File: src/rtl/decoder_pkg.sv
// Shared types and helpers for the decode/half-add cell: the 2-bit input code
// and its one-hot expansion.
package decoder_pkg;

   typedef logic [1:0] code_t;

   localparam code_t CODE_00 = 2'b00;
   localparam code_t CODE_01 = 2'b01;
   localparam code_t CODE_10 = 2'b10;
   localparam code_t CODE_11 = 2'b11;

   function automatic logic [3:0] onehot4(input code_t code);
      logic [3:0] result;
      result = 4'b0000;
      case (code)
         CODE_00: result = 4'b0001;
         CODE_01: result = 4'b0010;
         CODE_10: result = 4'b0100;
         CODE_11: result = 4'b1000;
         default: result = 4'b0000;
      endcase
      return result;
   endfunction

endpackage

File: src/rtl/decoder_hadd_lane.sv
// One combinational lane: half-adder sum/carry plus one-hot decode of {a,b}.
module decoder_hadd_lane
   import decoder_pkg::*;
(
   input  logic       a_i,
   input  logic       b_i,
   output logic       s_o,
   output logic       cout_o,
   output logic [3:0] y_o
);

   assign s_o    = a_i ^ b_i;
   assign cout_o = a_i & b_i;
   assign y_o    = onehot4({a_i, b_i});

endmodule

File: src/rtl/decoder_hadd.sv
// Registered decode/half-add cell with LANES lanes and saturating per-code
// occurrence counters on lane 0.
module decoder_hadd
   import decoder_pkg::*;
#(
   parameter int LANES = 1,
   parameter int CNT_W = 16
)
(
   input  logic                 clk,
   input  logic                 rst_n,
   input  logic                 in_valid,
   input  logic [LANES-1:0]     a,
   input  logic [LANES-1:0]     b,
   input  logic                 clr_cnt,
   output logic                 out_valid,
   output logic [LANES-1:0]     S,
   output logic [LANES-1:0]     Cout,
   output logic [4*LANES-1:0]   y,
   output logic [4*CNT_W-1:0]   cnt
);

   localparam logic [CNT_W-1:0] CNT_MAX = {CNT_W{1'b1}};

   logic [LANES-1:0]   laneS;
   logic [LANES-1:0]   laneCout;
   logic [4*LANES-1:0] laneY;

   logic               validQ, validD;
   logic [LANES-1:0]   sQ, sD;
   logic [LANES-1:0]   coutQ, coutD;
   logic [4*LANES-1:0] yQ, yD;
   logic [CNT_W-1:0]   cntQ [4];
   logic [CNT_W-1:0]   cntD [4];
   code_t              code0;

   for (genvar i = 0; i < LANES; i++) begin : gLane
      decoder_hadd_lane uLane (
         .a_i    (a[i]),
         .b_i    (b[i]),
         .s_o    (laneS[i]),
         .cout_o (laneCout[i]),
         .y_o    (laneY[4*i +: 4])
      );
   end

   assign code0 = {a[0], b[0]};

   // S/Cout keep their last value on idle cycles; y is forced to zero so the
   // one-hot bus never shows a stale code.
   always_comb begin
      validD = in_valid;
      sD     = sQ;
      coutD  = coutQ;
      yD     = '0;
      if (in_valid) begin
         sD    = laneS;
         coutD = laneCout;
         yD    = laneY;
      end
   end

   // A clear wins over a same-cycle increment, so that sample is dropped.
   always_comb begin
      for (int k = 0; k < 4; k++) begin
         cntD[k] = cntQ[k];
         if (clr_cnt) begin
            cntD[k] = '0;
         end else if (in_valid && (code0 == code_t'(k)) && (cntQ[k] != CNT_MAX)) begin
            cntD[k] = cntQ[k] + CNT_W'(1);
         end
      end
   end

   always_ff @(posedge clk or negedge rst_n) begin
      if (!rst_n) begin
         validQ <= 1'b0;
         sQ     <= '0;
         coutQ  <= '0;
         yQ     <= '0;
         for (int k = 0; k < 4; k++) begin
            cntQ[k] <= '0;
         end
      end else begin
         validQ <= validD;
         sQ     <= sD;
         coutQ  <= coutD;
         yQ     <= yD;
         for (int k = 0; k < 4; k++) begin
            cntQ[k] <= cntD[k];
         end
      end
   end

   assign out_valid = validQ;
   assign S         = sQ;
   assign Cout      = coutQ;
   assign y         = yQ;

   for (genvar k = 0; k < 4; k++) begin : gCnt
      assign cnt[CNT_W*k +: CNT_W] = cntQ[k];
   end

endmodule

File: config.mk
export PLATFORM = sky130hd
export DESIGN_NAME = decoder_hadd
export DESIGN_NICKNAME = d
export VERILOG_FILES = /design/src/rtl/decoder_pkg.sv /design/src/rtl/decoder_hadd_lane.sv /design/src/rtl/decoder_hadd.sv
export SDC_FILE = /design/constraint.sdc
export NUM_CORES = 1
export LEC_CHECK = 0
export BUFFER_PORTS_ARGS = -buffer_cell sky130_fd_sc_hd__buf_2
export CORE_AREA = 2 2 117 119
export DETAILED_ROUTE_END_ITERATION = 10
export DIE_AREA = 0 0 119 121
export PLACE_DENSITY = 0.59
export SLEW_MARGIN = 20
export SYNTH_ARGS = -nofsm -noshare
export SYNTH_HDL_FRONTEND = slang
export SYNTH_SLANG_ARGS = --single-unit
File: constraint.sdc
create_clock -name clk -period 3.1 [get_ports clk]
set_clock_uncertainty 0.2 [all_clocks]
set_input_delay 0.31 -clock clk [delete_from_list [all_inputs] [get_ports clk]]
set_output_delay 0.31 -clock clk [all_outputs]
set_load 0.03 [all_outputs]
==> results of run 1 <==
state kept, by name, summed over array words and instances (netlist names):
register	flops
y	4
cnt	64
out_valid	1
Cout	1
S	1
kinds of logic after synthesis:
kind of cell / Yosys count
multiplexers: 15
adder cells (fa/ha/maj): 8
AND/OR/NAND/NOR: 189
AO/OA/AOI/OAI: 98
XOR/XNOR: 1
flip-flops: 71
buffers and inverters: 33
how the worst max path moves through the flow:
stage | startpoint | to | depth (start not counted)
6_report | cnt[16] | cnt[26] | 5
3_5_place_dp | b | cnt[47] | 7
3_3_place_gp | cnt[16] | cnt[26] | 5
5_1_grt | cnt[56] | cnt[62] | 5
2_1_floorplan | cnt[0] | cnt[1] | 6
4_1_cts | cnt[16] | cnt[26] | 5
synthesized netlist by cell type, types with 2 or more instances:
| library cell | n | area, um^2 |
|---|---|---|
| nand2_1 | 33 | 123.9 |
| o311ai_0 | 3 | 26.28 |
| nor2b_1 | 11 | 68.82 |
| mux2i_1 | 2 | 20.02 |
| inv_1 | 17 | 63.81 |
| clkbuf_1 | 11 | 41.29 |
| a21oi_1 | 41 | 205.2 |
| o31ai_1 | 21 | 157.7 |
| nand3_1 | 17 | 85.08 |
| nand4_2 | 2 | 25.02 |
| nor4_1 | 12 | 75.07 |
| nor3_1 | 12 | 60.06 |
| ha_1 | 8 | 100.1 |
| and3_1 | 7 | 43.79 |
| dfrtp_1 | 71 | 1777 |
| buf_2 | 3 | 15.01 |
| nor2_1 | 21 | 78.83 |
| o21ai_0 | 18 | 90.09 |
| mux2_2 | 13 | 146.4 |
| o41ai_1 | 5 | 43.79 |
| or4_1 | 24 | 180.2 |
| nand4_1 | 15 | 93.84 |
| and4_1 | 9 | 78.83 |
| or3_1 | 18 | 112.6 |
where the power goes:
group | internal, W | total [W] | switching (W)
sequential | 0.000936 | 0.000944 | 0.00000764
combinational | 0.0000285 | 0.000109 | 0.0000805
clock | 0.000748 | 0.00114 | 0.000395
total | 0.00171 | 0.00220 | 0.000483
stage by stage:
step / hold slack [ns] / area, um^2 / util (%)
CTS: 0.02561 / 4813 / 36.79
finish: 0.02926 / 4833 / 36.94
floorplan: -0.1856 / 3885 / -
global route: 0.03400 / 4833 / 36.94
global placement: 0.3062 / 4478 / 34.22
detailed placement: 0.3201 / 4478 / 34.22
layout make-up:
| class | instances | area share (%) |
|---|---|---|
| Sequential cell | 71 | 36.76 |
| Clock buffer | 13 | 5.384 |
| Tap cell | 176 | 4.556 |
| Inverter | 17 | 1.320 |
| Timing Repair Buffer | 84 | 9.682 |
| Multi-Input combinational cell | 311 | 40.95 |
| Clock inverter | 3 | 1.346 |
layer usage:
layer / up-vias / routed length [um] / global-route usage [%]
met5: - / 0 / 0
met4: 0 / 241 / 7.515
met3: 17 / 572 / 3.242
met2: 112 / 4856 / 23.24
met1: 1779 / 4865 / 20.04
li1: 1754 / - / -
critical path, stage by stage (launching register included):
cell and delay (ns):
dfrtp_1 0.43, ha_1 0.24, and4_1 0.18, and4_1 0.40
nor4b_1 0.39, mux2_2 0.37
==> impl_metrics.ini, run 1 <==
[pwr]
powerDensity_nw_per_um2 = 454.2
leakagePower_nw = 2.113
totalPowerFinal_w = 0.002195
peakVddDrop_uv = 183.6

[synthesis]
yosys-mux-area-fraction_pct = 4.283
synth_area_um2 = 3885
yosysUniqueCellTypes = 45
synthArstFlopShare_pct = 100.0
ys_seq_area_share_pct = 45.73
synth_xor_area_share_pct = 0.2254
synth_compound_area_share_pct = 15.75
yosys_most_used_dff = dfrtp_1
syn_inst = 415
synth_fp_nets = 429
synth_seq_cells = 71
ys_warn_count = 0
synth_area_per_cell_um2 = 9.361
synth_simple_gate_area_share_pct = 28.12
synth_edf_count = 0
synth_top_family_by_area = simple AND/OR/NAND/NOR gates
synth-adder-area-share_pct = 2.576

[finish]
layout.nets = 508
fillers = 1337
seq_area_um2 = 1777
final_cell_mix = buf_2, dfrtp_1, a21oi_1
final_cells = 675
final_common_cell = buf_2
multi_input_area_um2 = 1979
syn_to_final_growth_pct = 24.41
n_antenna_cell = 0
drive_gt1_share_pct = 23.25

[worst_setup_path]
cp-start-kind = flip-flop
end_kind = flip-flop
r2r_cells = 5
arrival_ns = 2.35
reg2reg_slack_ns = 0.78
r2r_start = cnt[16]
worstPathMaxFanout = 22
required_ns = 3.13
r2r-end = cnt[26]
path_class = flip-flop to flip-flop

[flow_run]
drv_cap = 0

[route]
post_drt_wl_per_cell_um = 15.61
drt_wl_total_mm = 10.54
ant_nets = 0
drt-vias-per-instance = 5.425
drtPass1Iterations = 5
vias = 3662
drt-initial-drc-count = 273
drc = 0

[cts]
clk_latency_ns = 0.34
post_cts_buffers = 0
tritoncts = yes
clkTransAtPathRegs_ns = 0.06
clk_path_buf_depth = 2
htreeDepth = 3
cts-buffers-inserted = 9
root_buffer = clkbuf_16
ctsResizeCount = 0
cts.sinks = 71
holdBufCountCts = 1

[floorplanning]
core_um2 = 13090
die_h_um = 121
dieArea_um2 = 14400
rows = 42
start_util_pct = 29.69
dieWidth_um = 119
io_pins = 77

[global_routing]
grt_pass1_wl_mm = 17.20
grt_pass1_vias = 3386
grt_max_degree = 42
antenna_found_initial = 0
grt_overflow_total = 0
grt_usage_pct = 15.08

[hold_path]
whs_path_depth = 1
hold_start = in_valid
worstHoldPathType = input pin to flip-flop
hold_end = out_valid

[timing]
setup_tns_ns = 0
period_share_pct = 74.86
hold_viol = 0
max_freq_ghz = 0.4309
period_minus_slack_ns = 2.321
rsz0062_at_grt = false
slew_violations = 0
setup_viol = 0
slew_headroom_pct = 38.41
fin_ws_ns = 0.7792
worst_pin_slew_ns = 0.9153

[place]
place_inst = 657
dp_worst_setup_slack_ns = 0.7705
dp_hpwl_mm = 7.206
port-buffer-count = 76
globalplace.congestion = 0.7801

[run_status]
status = complete, no violations
(Power assumes the default switching activity.)
==> run 2, diff against run 1 <==
--- a/config.mk
+++ b/config.mk
@@ -9,7 +9,7 @@
 export CORE_AREA = 2 2 117 119
 export DETAILED_ROUTE_END_ITERATION = 10
 export DIE_AREA = 0 0 119 121
-export PLACE_DENSITY = 0.59
+export PLACE_DENSITY = 0.61
 export SLEW_MARGIN = 20
 export SYNTH_ARGS = -nofsm -noshare
 export SYNTH_HDL_FRONTEND = slang
==> constraint.sdc (replaced) <==
create_clock -name clk -period 2.1 [get_ports clk]
set_clock_uncertainty 0.2 [all_clocks]
set_input_delay 0.21 -clock clk [delete_from_list [all_inputs] [get_ports clk]]
set_output_delay 0.21 -clock clk [all_outputs]
set_load 0.03 [all_outputs]
==> impl_metrics.ini, run 2 (synthesized netlist as in run 1, its figures left out) <==
[worst_setup_path]
cp-start-kind = flip-flop
r2r_start = cnt[4]
crit_start = cnt[4]
crit_path_frequent_cell = buf_4
worstPathMaxFanout = 8
reg2reg_slack_ns = 0.11
crit_slowest_cell = dfrtp_2
r2r_cells = 6
crit_path_end = cnt[10]
arrival_ns = 2.02
worst_path_largest_cell_delay_ns = 0.41
path_class = flip-flop to flip-flop
path_cells = nand4_2, buf_4, o41ai_4, buf_4, nor4_1, mux2_2
end_kind = flip-flop
r2r-end = cnt[10]
required_ns = 2.13

[cts]
clk_latency_ns = 0.34
tritoncts = yes
cts.sinks = 71
root_buffer = clkbuf_16
clk_path_buf_depth = 2
cts-buffers-inserted = 9
clkTransAtPathRegs_ns = 0.06
htreeDepth = 3

[timing]
period_minus_slack_ns = 1.991
hold_viol = 0
holdWs_ns = 0.01431
fin_ws_ns = 0.1085
period_share_pct = 94.83
setup_tns_ns = 0
worst_pin_slew_ns = 0.4060
max_freq_ghz = 0.5021
setup_viol = 0
slew_violations = 0
slew_headroom_pct = 72.93

[pwr]
clkPwrFrac_pct = 48.3
leakagePower_nw = 2.418
powerDensity_nw_per_um2 = 564.6
combPwrFrac_pct = 6.1
peakVddDrop_uv = 280.8
power.internal_w = 0.002343
p_switching_w = 0.0007094
swShare_pct = 23.24
seqPwrFrac_pct = 45.5

[floorplanning]
rows = 42
dieWidth_um = 119
die_h_um = 121
io_pins = 77
start_util_pct = 29.69
core_um2 = 13090
dieArea_um2 = 14400

[place]
placed_area_um2 = 5047
place_inst = 720
port-buffer-count = 76
dp_worst_setup_slack_ns = -0.02080
dp_hpwl_mm = 8.210
globalplace.congestion = 0.7918

[route]
post_drt_wl_per_cell_um = 15.26
drt_wl_total_mm = 11.34
drtPass1Iterations = 4
drt-initial-drc-count = 266
vias = 3931
drt-vias-per-instance = 5.291
drc = 0
ant_nets = 0

[global_routing]
grt_max_degree = 72
grt_usage_pct = 16.60
grt_pass1_vias = 3883
grt_pass1_wl_mm = 19.16
antenna_found_initial = 0
grt_overflow_total = 0

[finish]
design_area_um2 = 5406
final_cell_mix = buf_2, buf_4, dfrtp_1
largest_reg_flops = 64
n_antenna_cell = 0
drive_gt1_share_pct = 37.21
syn_to_final_growth_pct = 39.16
final_common_cell = buf_2
final_cells = 743
layout.nets = 576

[hold_path]
hold_start = in_valid
worstHoldPathType = input pin to flip-flop

[flow_run]
drv_cap = 0

[run_status]
status = complete, no violations
-- run 2: cell count changes in the layout (fill, tap and decap cells not counted), moves of 2 or more --
| cell | previous run | this run |
|---|---|---|
| buf_4 | 5 | 72 |
| bufinv_16 | 2 | 0 |
| clkbuf_1 | 2 | 4 |
| dfrtp_1 | 71 | 51 |
| dfrtp_2 | 0 | 20 |
| ha_1 | 8 | 6 |
| nor4_1 | 12 | 8 |
| nor4_2 | 1 | 4 |
-- run 2: worst min-delay path by stage --
stage	to	slack [ns]	cells after the start
6_report	S	0.01	2
5_1_grt	S	0.02	2
4_1_cts	S	0.006	2
2_1_floorplan	Cout	-0.29	0
3_5_place_dp	cnt[8]	0.08	2
3_3_place_gp	cnt[8]	0.08	2
-- run 2: per-stage QoR --
step | utilization, % | power (W)
after detailed placement | 38.57 | 0.001601
after global placement | 38.57 | 0.001596
after global routing | 41.32 | 0.003187
after floorplan | - | 0.001501
final | 41.32 | 0.003053
after CTS | 40.89 | 0.003112
-- run 2: worst max-delay path, delay by kind of cell, from the launching register on --
| kind | cells | cell delay (ns) |
|---|---|---|
| flops | 1 | 0.41 |
| buf+inv | 2 | 0.40 |
| compound gates | 1 | 0.35 |
| mux | 1 | 0.26 |
| simple gates | 2 | 0.25 |
-- run 2: power by group through the flow --
stage | logic, W | registers, W | clock network, W
global placement | 0.000182 | 0.00141 | 0
floorplan | 0.0000569 | 0.00144 | 0
detailed placement | 0.000186 | 0.00141 | 0
CTS | 0.000190 | 0.00139 | 0.00153
finish | 0.000187 | 0.00139 | 0.00148
global route | 0.000210 | 0.00139 | 0.00159
-- run 2: layer usage --
metal | part of all wire (%) | vias up | global-route usage (%)
met2 | 47 | 89 | 26.58
met4 | 1.8 | 0 | 7.366
met5 | 0 | - | 0
met3 | 4.6 | 12 | 3.336
met1 | 47 | 1932 | 21.75
li1 | - | 1898 | -
-- run 2: timing repair --
action	in CTS	in global routing
hold buffers	2	0
endpoints found under the hold margin	72	0
pin swaps	0	2
setup endpoints to repair	5	17
gates resized for setup	1	4
buffers inserted	0	5
-- run 2: final cells by class --
class | count | area, um^2
Clock buffer | 16 | 281.5
Fill cell | 1357 | 7679
Inverter | 17 | 63.81
Multi-Input combinational cell | 311 | 2058
Sequential cell | 71 | 1802
Tap cell | 176 | 220.2
Timing Repair Buffer | 152 | 980.9
